File: src/rtl/booth_dot_product_accumulator.sv
// booth_dot_product_accumulator
// Sums a programmed number of signed products (one per prod_valid strobe)
// into a wide signed accumulator. The final sum is reported with a one-cycle
// acc_valid pulse. A sticky overflow flag records any add that left the
// ACC_W range. SATURATE selects clamping or two's-complement wrap.
module booth_dot_product_accumulator #(
  parameter int WIDTH    = 8,
  parameter int ACC_W    = 2*WIDTH+4,
  parameter int LEN_W    = 5,
  parameter bit SATURATE = 1'b1
) (
  input  logic               clk,
  input  logic               rst,
  input  logic               start,
  input  logic [LEN_W-1:0]   vec_len,
  input  logic               prod_valid,
  input  logic [2*WIDTH-1:0] prod_in,
  output logic [ACC_W-1:0]   acc_out,
  output logic               acc_valid,
  output logic               busy,
  output logic               overflow
);

  localparam int PW  = 2*WIDTH;
  // The sum is formed one bit wider than the accumulator; EXT is the number
  // of sign bits needed to bring the product up to that width.
  localparam int EXT = ACC_W + 1 - PW;

  localparam logic [ACC_W-1:0] ACC_MAX = {1'b0, {(ACC_W-1){1'b1}}};
  localparam logic [ACC_W-1:0] ACC_MIN = {1'b1, {(ACC_W-1){1'b0}}};

  typedef enum logic [1:0] {
    S_IDLE  = 2'd0,
    S_ACCUM = 2'd1,
    S_DONE  = 2'd2
  } state_t;

  state_t             state_q;
  logic [ACC_W-1:0]   acc_q;
  logic [ACC_W-1:0]   acc_out_q;
  logic [LEN_W-1:0]   len_q;
  logic [LEN_W-1:0]   count_q;
  logic               acc_valid_q;
  logic               busy_q;
  logic               overflow_q;

  logic [ACC_W:0]     sum_s;
  logic               add_ovf_s;
  logic [ACC_W-1:0]   acc_d;
  logic               last_s;

  // Widen both operands by sign extension so the add can never lose its sign.
  function automatic logic [ACC_W:0] sext_acc(input logic [ACC_W-1:0] a);
    return {a[ACC_W-1], a};
  endfunction

  function automatic logic [ACC_W:0] sext_prod(input logic [PW-1:0] p);
    return {{EXT{p[PW-1]}}, p};
  endfunction

  // Next accumulator value: wide sum, overflow detect, then clamp or wrap.
  always_comb begin
    sum_s     = sext_acc(acc_q) + sext_prod(prod_in);
    add_ovf_s = sum_s[ACC_W] ^ sum_s[ACC_W-1];
    if (add_ovf_s && (SATURATE != 1'b0)) begin
      acc_d = sum_s[ACC_W] ? ACC_MIN : ACC_MAX;
    end else begin
      acc_d = sum_s[ACC_W-1:0];
    end
    last_s = (count_q == (len_q - LEN_W'(1)));
  end

  // Control FSM with registered outputs; result and flag hold until next start.
  always_ff @(posedge clk or posedge rst) begin
    if (rst) begin
      state_q     <= S_IDLE;
      acc_q       <= '0;
      acc_out_q   <= '0;
      len_q       <= '0;
      count_q     <= '0;
      acc_valid_q <= 1'b0;
      busy_q      <= 1'b0;
      overflow_q  <= 1'b0;
    end else begin
      case (state_q)
        S_IDLE: begin
          acc_valid_q <= 1'b0;
          busy_q      <= 1'b0;
          if (start) begin
            len_q      <= vec_len;
            acc_q      <= '0;
            count_q    <= '0;
            overflow_q <= 1'b0;
            busy_q     <= 1'b1;
            if (vec_len != '0) begin
              state_q <= S_ACCUM;
            end else begin
              // Empty vector: report a zero sum straight away.
              state_q     <= S_DONE;
              acc_out_q   <= '0;
              acc_valid_q <= 1'b1;
            end
          end
        end
        S_ACCUM: begin
          if (prod_valid) begin
            acc_q   <= acc_d;
            count_q <= count_q + LEN_W'(1);
            if (add_ovf_s) begin
              overflow_q <= 1'b1;
            end
            if (last_s) begin
              acc_out_q   <= acc_d;
              acc_valid_q <= 1'b1;
              state_q     <= S_DONE;
            end
          end
        end
        S_DONE: begin
          acc_valid_q <= 1'b0;
          busy_q      <= 1'b0;
          state_q     <= S_IDLE;
        end
        default: begin
          acc_valid_q <= 1'b0;
          busy_q      <= 1'b0;
          state_q     <= S_IDLE;
        end
      endcase
    end
  end

  assign acc_out   = acc_out_q;
  assign acc_valid = acc_valid_q;
  assign busy      = busy_q;
  assign overflow  = overflow_q;

endmodule

File: config.mk
export PLATFORM = sky130hd
export DESIGN_NAME = booth_dot_product_accumulator
export DESIGN_NICKNAME = d
export VERILOG_FILES = /design/src/rtl/booth_dot_product_accumulator.sv
export SDC_FILE = /design/constraint.sdc
export NUM_CORES = 1
export LEC_CHECK = 0
export CORE_AREA = 10 10 111 113
export DETAILED_ROUTE_END_ITERATION = 12
export DIE_AREA = 0 0 121 123
export GPL_TIMING_DRIVEN = 0
export HOLD_SLACK_MARGIN = 0.06
export PLACE_DENSITY = 0.6
export SYNTH_ARGS = -nofsm -noshare
export SYNTH_HDL_FRONTEND = slang
export SYNTH_SLANG_ARGS = --single-unit
File: constraint.sdc
create_clock -name clk -period 2.4 [get_ports clk]
set_input_delay 0.48 -clock clk [delete_from_list [all_inputs] [get_ports clk]]
set_output_delay 0.48 -clock clk [all_outputs]
set_load 0.05 [all_outputs]
==> PnR_summary.wiki <==
{| class="wikitable"
! Metric !! Value
|-
| Placer congestion estimate || 0.836
|-
| Most instantiated flip-flop cell in the synthesis netlist || dfrtp_1
|-
| Instance count after placement with tap cells included || 560
|-
| Number of global-route vias before repair || roughly 3.1k
|-
| Synth cell count leaders || dfrtp_1 (55), nand2_1 (55), nor2_1 (27)
|-
| Number of ports placed on the die boundary || 48
|-
| Insertion delay of the later-clocked pin in the worst-skew pair || 0.31 ns
|-
| Post-route minimum period || approximately 2.8 ns
|-
| Unrepaired setup endpoints after global routing || true
|-
| Layout Cells excl Fill || 597
|-
| Share of the yosys chip area belonging to registers || 0.393
|-
| DRC violations left || 0
|-
| Standard cell with the maximum stage delay on the critical path || or4_4
|-
| Final antenna-violating net count || 0
|-
| Number of fill cells || 922
|-
| Avg WL per Cell || 15.6 um
|-
| Slew at the pin closest to its max-slew limit || 0.626 ns
|-
| Normalized max-slew margin || 0.582
|-
| Top post-synthesis cells by area || dfrtp_1 (39%), ha_1 (7.9%), nand2_1 (5.9%), o21ai_2 (3.3%), a21oi_1 (3.1%)
|-
| Hold buffer count at cts || 0
|-
| WP data arrival || between 3 and 4 ns
|-
| Wirelength, routed || around 9300 um
|-
| Number of failing hold endpoints at the final stage || 0
|-
| Standby leakage power || around 0.0022 uW
|-
| Count of maximum capacitance violations || 0
|-
| Sink Count || 55
|-
| Initial standard-cell utilization of the core || 0.345
|-
| Standard-cell rows || 37
|-
| Number of enable flip-flop cells after synthesis || 0
|-
| Worst setup EP type || flop
|-
| Post-detail-place hpwl || 6640 um
|-
| Violated checks || negative setup slack
|-
| Unique masters post-synth || 56
|-
| Number of DRC markers after the initial detailed-route iteration || 141
|-
| Worst-case vdd ir drop || 0.000584 V
|-
| Detailed-route via count || 3,029
|-
| Synthesis-stage register bit count || 55
|-
| Cell taking the most area after synthesis || dfrtp_1
|-
| PortBufs || 47
|-
| Syn Std Cell Area || around 0.0035 mm2
|-
| Cell breakdown of the critical path || clkdlybuf4s50_1, ha_4, a21oi_1, o21ai_1, and3_4, or4_4, buf_6, a31oi_4, buf_6, o21ai_4, buf_16, o21ai_1
|-
| Post-route worst setup slack || -0.430 ns
|-
| Final Total Pwr || 6740 uW
|-
| Synth Area per Inst || around 9.3 um2
|-
| Post-synthesis async set-or-reset flop share || 1.00
|-
| Aggregate global-route resource usage || 0.128
|-
| Area of combinational cells with multiple inputs || 0.00250 mm2
|-
| Initial antenna violation count || 0
|-
| Share of the clock period used by the worst path after layout || 1.18
|-
| Classification of the worst setup path || in2reg
|-
| Pins Over Slew Limit || 0
|-
| Outcome || finished, violations left
|-
| Total number of yosys warnings || 0
|-
| Post-Place Setup Slack || -1.11 ns
|-
| Total die area || 0.0149 mm2
|-
| Worst-case clock skew || ~0.0052 ns
|-
| Highest clock frequency the design can meet || 353 MHz
|-
| Total setup violations reported at the end of the flow || 39
|-
| Fraction of final layout cells sized beyond drive strength 1 || 0.338
|-
| Core area || 0.0101 mm2
|-
| Clock tree from TritonCTS || done
|-
| Die Width || about 120 um
|-
| Maximum single-stage delay on the critical path || 0.54 ns
|-
| Clock transition time at the flip-flop clock pins of the worst setup and hold paths || 0.10 ns
|-
| Final antenna diode count || 0
|-
| Power per Cell Area || 1300 mW/mm2
|-
| Data required time at the worst endpoint || approximately 2.6 ns
|-
| Number of optimization iterations in the first detailed-route pass || 4
|-
| CTS Root Buffer Type || clkbuf_8
|-
| H-tree levels || 2
|-
| Number of nets in the layout || 508
|-
| Synthesized Nets || between 400 and 500
|-
| Die height || 123 um
|-
| Path type of the worst min-delay path || reg2reg
|-
| Sum of overflow across all layers after global routing || 0
|-
| Wire length of the first global-routing pass || 15,800 um
|-
| Sequential standard cell area || 0.00138 mm2
|-
| Inserted Clock Buffers || 5
|-
| Crit path max fanout || 6
|-
| Synth top area share || 0.393
|-
| P&R area growth vs syn || 48.0%
|-
| Maximum number of pins on one net before global-route repair || 29
|-
| Syn Inst Count || 376
|-
| Post-DR vias/cell || 5.07
|-
| Maximum number of buffers from clock root to sink || 2
|-
| Setup crit start kind || primary input
|}
## sequential cells by signal, indices dropped and copies added (netlist names)
register / cells
acc_valid: 1
len_q: 5
acc_q: 20
acc_out: 20
count_q: 5
busy: 1
state_q: 2
overflow: 1
## area by class of cell
type                       count  area share
buffer                        14      0.0266
clock buffer                   6      0.0140
clock inverter                 2      0.0116
inverter                       7     0.00507
multi-input combinational    298       0.482
sequential                    55       0.266
tap                          136      0.0329
timing repair buffer          79       0.162
## metal layers
metal,vias to the layer above,track usage,part of all wire
met3,8,0.0205,0.044
met5,-,0,0
met2,58,0.210,0.48
met4,0,0.0317,0.012
li1,1508,-,-
met1,1455,0.173,0.47
## what timing repair did
action,in CTS,in global routing
setup endpoints to repair,41,41
setup buffers,20,8
pin swaps,43,18
gates resized for setup,76,24
cloned,3,0
## cells in the final DEF (no fill, tap or decap), types with 8 or more instances in the layout
master | netlist | routed
a21oi_1 | 22 | 16
buf_4 | 1 | 16
buf_6 | 2 | 11
clkbuf_8 | 0 | 8
clkdlybuf4s50_1 | 0 | 33
dfrtp_1 | 55 | 55
dlygate4sd2_1 | 0 | 12
ha_4 | 0 | 15
nand2_1 | 55 | 53
nor2_1 | 27 | 19
nor2_4 | 5 | 15
nor2b_1 | 9 | 9
o21ai_1 | 20 | 8
o21ai_2 | 13 | 35
xnor2_1 | 12 | 12
xor2_1 | 9 | 9
## worst max-delay path: cells and delay by family
kind	cells	cell delay (ns)
and+or+nand+nor	2	0.72
buffers and inverters	4	0.97
AOI/OAI and AO/OA	5	0.67
adders and majority gates	1	0.24
## where the power goes
part	total, uW	internal (uW)	switching [uW]
registers	1490	1250	243
clock network	737	418	320
logic	4510	2020	2490
total	6740	3680	3050
## cells by family (layout without fill, tap and decap cells)
family / count (synthesis) / after routing / share of synthesized area
XOR/XNOR: 22 / 22 / 0.0572
buffers and inverters: 23 / 108 / 0.0350
adder cells (fa/ha/maj): 23 / 23 / 0.0844
AO/OA/AOI/OAI: 107 / 107 / 0.203
AND/OR/NAND/NOR: 138 / 138 / 0.202
flip-flops: 55 / 55 / 0.393
multiplexers: 8 / 8 / 0.0250
## path summary, 6_finish.rpt
check	from	to	slack (ns)	cells past startpoint
worst min register to register	acc_out[6]	acc_out[6]	0.48	2
max in group asynchronous	rst	acc_out[14]	1.26	3
worst min-delay path	acc_out[6]	acc_out[6]	0.48	2
worst max-delay path	prod_in[12]	acc_q[15]	-0.43	12
worst max register to register	acc_q[8]	acc_q[15]	-0.42	13
min in group asynchronous	rst	count_q[1]	0.57	2
## metrics by stage
step | setup TNS [ns] | instance area [um2] | hold WS [ns] | util
after CTS | -13.78 | 5040 | 0.491 | 0.497
after detailed placement | -42.37 | 4410 | 0.466 | 0.435
after global placement | -73.33 | 4390 | 0.463 | 0.433
final | -15.37 | 5180 | 0.485 | 0.511
after global routing | -19.23 | 5180 | 0.507 | 0.511
after floorplan | -3.12 | 3750 | 0.449 | -
No activity file was read; power rests on OpenSTA's default activity.
==> RTL change, RTL diff (config.mk and constraints unchanged) <==
Set the parameter `LEN_W` to 10 (it was 5).
--- a/src/rtl/booth_dot_product_accumulator.sv
+++ b/src/rtl/booth_dot_product_accumulator.sv
@@ -6,7 +6,7 @@
 module booth_dot_product_accumulator #(
   parameter int WIDTH    = 8,
   parameter int ACC_W    = 2*WIDTH+4,
-  parameter int LEN_W    = 5,
+  parameter int LEN_W    = 10,
   parameter bit SATURATE = 1'b1
 ) (
   input  logic               clk,
Ports: changed (resized vec_len); port bits go from 48 to 53. The function was not compared with the original's and may differ.
==> RTL change against the original RTL <==
  * Design area increased by 16%
  * Total power grew 17%
  * Worst hold slack improved by 11 ps
  * Sequential cell count is 10 higher
  * Routed wire length up 24%
  * Count of clock-buffer cells in the layout up 4
  * Worst setup slack improved by 37 ps
  * Critical endpoint is now acc_out[3]$_DFFE_PP0P_
  * The run still ends with setup timing left
  * Area after synthesis grew 15%
  * Die area is the same
  * Largest power group unchanged
==> RTL change: results (changes against the original RTL) <==
| Metric | Value |
|---|---|
| Routed wire per std cell | `17.9 um (+15%)` |
| Fill cells | `805 (-13%)` |
| FF-to-FF setup slack | `-330 ps (+90 ps)` |
| Via density | `5.34 (+5.2%)` |
| Sequential cell area share | `27.0% (+0.46 points)` |
| Syn_nets | `462 (+9.0%)` |
| Overall routing resource usage | `15.0% (+2.2 points)` |
| Port bufs | `52 (+11%)` |
| Slowest CP cell | `clkdlybuf4s50_1` |
| Failing checks | `setup timing` |
| Reg2Reg Launch Point | `acc_q[0]$_DFFE_PP0P_` |
| Endpoints failing setup | `40 (+2.6%)` |
| Post_cts resized | `79 (+3.9%)` |
| # H-tree levels | `3 (+1)` |
| Placed cells | `597 (+6.6%)` |
| First-pass GRT wire length | `18100 um (+15%)` |
| Pleak | `2.45 nW (+13%)` |
| Min-Delay Endpoint | `acc_out[18]$_DFFE_PP0P_` |
| Worst Path Required | `2670 ps (+30 ps)` |
| TritonCTS Buffers | `9 (+4)` |
| WHS Path Cells | `1 (-1)` |
| Final Worst Setup Slack | `-393 ps (+37.2 ps)` |
| Vias | `3431 (+13%)` |
| Hold_sp | `acc_out[18]$_DFFE_PP0P_` |
| Clock buffer count | `10 (+4)` |
| Status | `finished, violations left` |
| Setup bufs post-CTS | `18 (-10%)` |
| Crit path largest cell delay | `510 ps (-30 ps)` |
| Non-CTS inverters | `13 (+6)` |
| DRT iter0 DRCs | `104 (-26%)` |
| Area occupied by multi-input gates | `2980 um2 (+19%)` |
| Sink Count | `65 (+18%)` |
| Seq/Total Area, Yosys | `40.5% (+1.2 points)` |
| Pint | `0.00440 W (+19%)` |
| Synth area leaders | `dfrtp_1, ha_1, xnor2_1, mux2_2, nor2_1` |
[RTL change: cell count changes in the layout (fill, tap and decap cells not counted), moves of 9 or more]
cell	before	now
clkdlybuf4s50_1	33	46
o21ai_2	35	7
dfrtp_1	55	65
nand2_1	53	37
nor2_1	19	32
o2bb2ai_4	0	9
[RTL change: metal layers]
layer  up-vias  routed length, um  share of wire, %  global-route usage, %
met1      1697               5100                44                   18.9
met3         6                401               3.5                   3.87
li1       1668                  -                 -                      -
met5         -                  0                 0                      0
met4         0                 95              0.83                   3.24
met2        60               5890                51                   25.4
[RTL change: logic make-up (layout without fill, tap and decap cells)]
logic type,Yosys count,count (layout),synth area share [%]
mux,19,19,5.20
flops,65,65,40.5
xor+xnor,34,34,7.60
buf+inv,25,123,2.96
compound gates,107,107,19.9
fa+ha+maj,23,23,7.35
simple gates,136,136,16.5
[RTL change: power by group through the flow]
stage | clock network, W | logic (W) | registers, W
2_1_floorplan | 0 | 0.00249 | 0.00178
3_3_place_gp | 0 | 0.00331 | 0.00171
3_5_place_dp | 0 | 0.00336 | 0.00172
4_1_cts | 0.00112 | 0.00453 | 0.00172
5_1_grt | 0.00117 | 0.00542 | 0.00177
6_report | 0.00109 | 0.00505 | 0.00172
[RTL change: worst max path at each step]
stage,startpoint,to,slack [ps]
after floorplan,prod_in[0],acc_q[4]$_DFFE_PP0P_,-250
after global placement,prod_in[0],acc_q[1]$_DFFE_PP0P_,-1260
after detailed placement,prod_in[0],acc_q[10]$_DFFE_PP0P_,-1290
after CTS,acc_q[0]$_DFFE_PP0P_,acc_out[3]$_DFFE_PP0P_,-370
after global routing,prod_in[8],acc_out[15]$_DFFE_PP0P_,-470
final,prod_in[8],acc_out[3]$_DFFE_PP0P_,-390
